`config.mk`:
```
export PLATFORM = sky130hd
export DESIGN_NAME = ex_div_unit
export DESIGN_NICKNAME = d
export VERILOG_FILES = /design/src/rtl/ex_div_unit.sv
export SDC_FILE = /design/constraint.sdc
export NUM_CORES = 1
export LEC_CHECK = 0
export ABC_CLOCK_PERIOD_IN_PS = 14700
export BUFFER_PORTS_ARGS = -buffer_cell sky130_fd_sc_hd__clkbuf_2
export CORE_ASPECT_RATIO = 1.25
export CORE_MARGIN = 2
export CORE_UTILIZATION = 43
export DETAILED_ROUTE_END_ITERATION = 10
export PLACE_DENSITY = 0.62
export SYNTH_ARGS = -nofsm -noshare
export SYNTH_HDL_FRONTEND = slang
export SYNTH_SLANG_ARGS = --single-unit
export TNS_END_PERCENT = 30
```
`constraint.sdc`:
```
create_clock -name clk -period 14.7 [get_ports clk]
set_clock_uncertainty 0.1 [all_clocks]
set_input_delay 0.735 -clock clk [delete_from_list [all_inputs] [get_ports clk]]
set_output_delay 0.735 -clock clk [all_outputs]
set_load 0.01 [all_outputs]
```
`src/rtl/ex_div_unit.sv`:
```
// Multi-cycle radix-2 restoring divider for the EX stage. It stalls the pipeline
// until {remainder, quotient} is ready. Signed operands are divided as magnitudes.
module ex_div_unit #(
  parameter int DATA_W = 32
) (
  input  logic                clk,
  input  logic                rst,
  input  logic                start_i,
  input  logic                signed_i,
  input  logic [DATA_W-1:0]   opdata1_i,
  input  logic [DATA_W-1:0]   opdata2_i,
  input  logic                annul_i,
  output logic [2*DATA_W-1:0] result_o,
  output logic                ready_o,
  output logic                stallreq_o
);

  localparam int CNT_W = $clog2(DATA_W);

  typedef enum logic [1:0] {
    S_FREE    = 2'b00,
    S_BY_ZERO = 2'b01,
    S_ON      = 2'b10,
    S_END     = 2'b11
  } state_t;

  state_t              r_state, w_state_nxt;
  logic [CNT_W-1:0]    r_cnt;
  logic [2*DATA_W:0]   r_work;
  logic [DATA_W-1:0]   r_divisor;
  logic                r_sign_q, r_sign_r;
  logic [2*DATA_W-1:0] r_result;

  logic [DATA_W-1:0]   w_op1_abs, w_op2_abs;
  logic [DATA_W:0]     w_trial;
  logic [2*DATA_W:0]   w_work_nxt;
  logic [DATA_W-1:0]   w_quot, w_rem;
  logic                w_last, w_accept;

  assign w_op1_abs = (signed_i && opdata1_i[DATA_W-1]) ? -opdata1_i : opdata1_i;
  assign w_op2_abs = (signed_i && opdata2_i[DATA_W-1]) ? -opdata2_i : opdata2_i;
  assign w_accept  = start_i && !annul_i;
  assign w_last    = (r_cnt == CNT_W'(DATA_W - 1));

  // Working register: [2W:W+1] partial remainder, [W:1] dividend bits still to
  // be consumed, quotient bits shift in at the bottom.
  assign w_trial    = {1'b0, r_work[2*DATA_W-1:DATA_W]} - {1'b0, r_divisor};
  assign w_work_nxt = w_trial[DATA_W] ? {r_work[2*DATA_W-1:0], 1'b0}
                                      : {w_trial[DATA_W-1:0], r_work[DATA_W-1:0], 1'b1};

  assign w_quot = r_sign_q ? -w_work_nxt[DATA_W-1:0] : w_work_nxt[DATA_W-1:0];
  assign w_rem  = r_sign_r ? -w_work_nxt[2*DATA_W:DATA_W+1] : w_work_nxt[2*DATA_W:DATA_W+1];

  always_comb begin
    w_state_nxt = r_state;
    case (r_state)
      S_FREE: begin
        if (w_accept) w_state_nxt = (opdata2_i == '0) ? S_BY_ZERO : S_ON;
      end
      S_BY_ZERO: w_state_nxt = annul_i ? S_FREE : S_END;
      S_ON: begin
        if (annul_i)     w_state_nxt = S_FREE;
        else if (w_last) w_state_nxt = S_END;
      end
      S_END:   w_state_nxt = S_FREE;
      default: w_state_nxt = S_FREE;
    endcase
  end

  always_ff @(posedge clk) begin
    if (rst) r_state <= S_FREE;
    else     r_state <= w_state_nxt;
  end

  always_ff @(posedge clk) begin
    if (rst) begin
      r_cnt     <= '0;
      r_work    <= '0;
      r_divisor <= '0;
      r_sign_q  <= 1'b0;
      r_sign_r  <= 1'b0;
      r_result  <= '0;
    end else begin
      case (r_state)
        S_FREE: begin
          if (w_accept && opdata2_i != '0) begin
            r_work    <= {{DATA_W{1'b0}}, w_op1_abs, 1'b0};
            r_divisor <= w_op2_abs;
            r_cnt     <= '0;
            r_sign_q  <= signed_i & (opdata1_i[DATA_W-1] ^ opdata2_i[DATA_W-1]);
            r_sign_r  <= signed_i & opdata1_i[DATA_W-1];
          end
        end
        S_BY_ZERO: begin
          if (!annul_i) r_result <= '0;
        end
        S_ON: begin
          if (!annul_i) begin
            r_work <= w_work_nxt;
            r_cnt  <= r_cnt + CNT_W'(1);
            if (w_last) r_result <= {w_rem, w_quot};
          end
        end
        default: ;
      endcase
    end
  end

  assign result_o   = r_result;
  assign ready_o    = (r_state == S_END);
  assign stallreq_o = start_i & ~ready_o & ~rst;

endmodule

```
==> run metrics <==
outcome=finished, final reports clean; DRC violations left=0; Mapped Area=0.0115 mm2; clk slew on worst S/H paths=0.07 ns; CTS tree=done; FILL cells=2736; endpoints failing hold=0; min-delay worst type=reg2reg; post-route setup slack=9.03 ns; Net count, final=1731; hold path start=r_divisor[30]; share of flip-flops with an asynchronous set or reset=0; DR vias=11400; Rel. slew slack=0.299; largest net degree at the start of global routing=69; CP Data Required Time=14.94 ns; Final Non-Filler Cells=1977; CP max-delay cell=nand2_2; vias in the first global route=10700; Max Cap Viol=0; DRT Wirelength=35200 um; clock tree buffer depth=2; Min Clock Period, post-route=5.67 ns; die area=0.0281 mm2; routability congestion estimate=0.939; reg-to-reg endpoint=result_o[62]; clock share of power=0.242; Yosys cell types=74; clk_lat worst skew=0.45 ns; final setup TNS=0 ns; first-pass GRT wire length=55000 um; Post-Syn Instances=1547; Ports=135; WL/cell=17.8 um; fin. max-slew vios=0; R2R setup slack=9.03 ns; Setup-failing EPs final=0; die span in y=187 um; starting density of the core=0.434; Comb power frac=0.470; Cell Chain, Critical Path=ha_1 > a21oi_1 > o21ai_0 > a221oi_1 > a21boi_0 > nand2_2 > buf_4 > o21ai_0 > ha_1 > and3_1 > nor3b_1 > and3_1 > a31o_2 > nand4_1 > o41ai_1 > xnor2_1 > a22o_1; Post-synth EDFFs=0; critical path launch point type=flip-flop; Worst R2R Start=r_work[57]; crit path max fanout=37; Syn Area/Cell=7.45 um2; Flop pwr share=0.288; placed cell areas=0.0124 mm2; core area=0.0266 mm2; crit-path max cell delay=0.56 ns; switching power=0.806 mW; layout cell share with drive strength beyond 1=0.129; hpwl dp=26500 um; Post-CTS Resized=0; Syn Nets=1659; hold worst-path end=r_divisor[30]; H-tree Lvls=4; flops & latches, synth=169; Peak VDD IR=0.0626 mV; share of Yosys cell area claimed by the top area cell type=0.293; Yosys top cell by area=dfxtp_1; Int Pwr=1.03 mW; initial drt markers=546; PD cells=142 mW/mm2; final instance area=0.0129 mm2; synth warn=0; Detail Route Antenna Nets=0; predominant post-synthesis flop cell=dfxtp_1; DP Cell Count=1945; Reg2Reg Depth=17; FMAX=176 MHz; Die Width=150 um; CP Class=reg2reg; Setup Buffers After CTS=0; PortBufs=134; hold_buf cts=0; initial antenna violation count=0; TritonCTS Buffers=17; Initial DRT Pass Iterations=7; Area growth syn-to-layout=12.3%; period utilization=0.386; pre-CTS setup slack=9.17 ns; multi-input logic area=0.00758 mm2; total gr overflow=0; Worst Tran Pin Value=1.05 ns; register area share after synthesis=0.293; leading post-synthesis cells by cell area=dfxtp_1, nand2_1, nor2_1; n_diodes=0; RSZ-0062 raised after global routing=false; Sw Share=0.439; row count=67; GRT Overall Usage=0.247; Crit. End Element=flip-flop; Avg Vias per Cell=5.76; worst path arrival time=5.91 ns; Static Leak=5.26 nW; Sink Count=169; clk root buf=clkbuf_16; Hold Crit Depth=2; FF/Latch Area=0.00338 mm2
==> power groups by stage <==
stage	combinational, mW	clock (mW)	sequential, mW
global placement	0.853	0	0.538
floorplan	0.646	0	0.528
CTS	0.862	0.450	0.528
detailed placement	0.857	0	0.539
finish	0.863	0.444	0.528
global route	0.955	0.471	0.534
==> metal layers <==
metal	track usage	wire length [um]	vias up	share of wire
met3	0.0332	979	77	0.028
met1	0.267	13700	5369	0.39
met4	0.116	1540	0	0.044
met5	0	0	-	0
met2	0.465	19000	240	0.54
li1	-	-	5694	-
==> cell type report <==
class / instances / share of cell area
Clock buffer: 18 / 0.0332
Clock inverter: 14 / 0.0105
Inverter: 53 / 0.0154
Multi-Input combinational cell: 1230 / 0.586
Sequential cell: 169 / 0.261
Tap cell: 345 / 0.0334
Timing Repair Buffer: 148 / 0.0601
==> flip-flops by register name, indices dropped and copies added, names as in the netlist <==
signal,flops
r_cnt,5
r_divisor,32
r_sign_q,1
r_sign_r,1
r_state,2
r_work,64
result_o,64
==> synth_stat cells (4+ instances only) <==
master and instances:
a22o_1 22, nand4_1 15, dfxtp_1 169, a21o_1 12, o31ai_1 20, nand3_1 11
a211o_1 4, and2_1 9, nand2b_1 8, and3_1 11, or3_1 29, o31a_1 4
ha_1 42, xnor2_1 81, buf_1 7, nand2_1 207, a22oi_1 63, buf_2 13
or2_2 6, o41ai_1 13, a311oi_1 4, nor2_1 192, a21boi_0 8, nor3_1 21
clkbuf_1 74, or4_1 13, a31oi_1 12, o21ai_0 96, o211ai_1 9, o21a_1 7
o21bai_1 5, inv_1 53, a21oi_1 120, nor4_1 15, a31o_2 4, a211oi_1 39
nor2b_1 6, xor2_1 56, mux2i_1 9
==> kinds of logic (layout without fill, tap and decap cells) <==
group / count (synthesis) / after routing / synth area share
AO/OA/AOI/OAI: 478 / 478 / 0.276
buffers and inverters: 148 / 233 / 0.0503
AND/OR/NAND/NOR: 561 / 561 / 0.219
adder cells (fa/ha/maj): 43 / 43 / 0.0473
multiplexers: 11 / 11 / 0.00977
flip-flops: 169 / 169 / 0.293
XOR/XNOR: 137 / 137 / 0.104
==> critical path, delay by kind of cell, from the launching register on <==
kind | cells | cell delay [ns]
AOI/OAI and AO/OA | 8 | 2.40
xor gates and xnor gates | 1 | 0.12
adders and majority gates | 2 | 0.66
buffers and inverters | 1 | 0.44
DFF | 1 | 0.36
and+or+nand+nor | 5 | 1.47
==> layout by cell type, fill, tap and decap left out, types with 9 or more instances in the layout <==
cell type  Yosys  final
or3_1         29     29
or4_1         13     13
o31ai_1       20     20
ha_1          42     41
o21ai_0       96     96
clkbuf_16      0     17
o211ai_1       9      9
xnor2_1       81     81
buf_4          0     15
o41ai_1       13     13
a21oi_1      120    120
nor3_1        21     20
nand3_1       11     11
mux2i_1        9      9
and2_1         9      9
and3_1        11     11
a21o_1        12     12
a22oi_1       63     63
clkbuf_2       0    133
inv_1         53     53
a22o_1        22     22
nand2_1      207    206
a31oi_1       12     12
dfxtp_1      169    169
nor2_1       192    190
xor2_1        56     56
nand4_1       15     15
nor4_1        15     15
a211oi_1      39     39
==> through the flow <==
step | hold WS (ns) | power [mW] | util
2_1_floorplan | 0.332 | 1.17 | -
3_3_place_gp | 0.342 | 1.39 | 0.466
3_5_place_dp | 0.349 | 1.40 | 0.466
4_1_cts | 0.357 | 1.84 | 0.487
5_1_grt | 0.378 | 1.96 | 0.487
6_report | 0.355 | 1.84 | 0.487
==> worst max path at each step <==
| stage | from | end | slack [ns] | depth (start not counted) |
|---|---|---|---|---|
| floorplan | r_work[32] | result_o[56] | 9.39 | 24 |
| CTS | r_work[57] | result_o[62] | 9.13 | 17 |
| finish | r_work[57] | result_o[62] | 9.03 | 17 |
| global route | r_work[57] | result_o[28] | 8.56 | 18 |
| detailed placement | r_work[57] | result_o[62] | 9.17 | 17 |
| global placement | r_work[32] | result_o[56] | 9.40 | 21 |
Note: power is estimated with default switching activity, not from simulation.
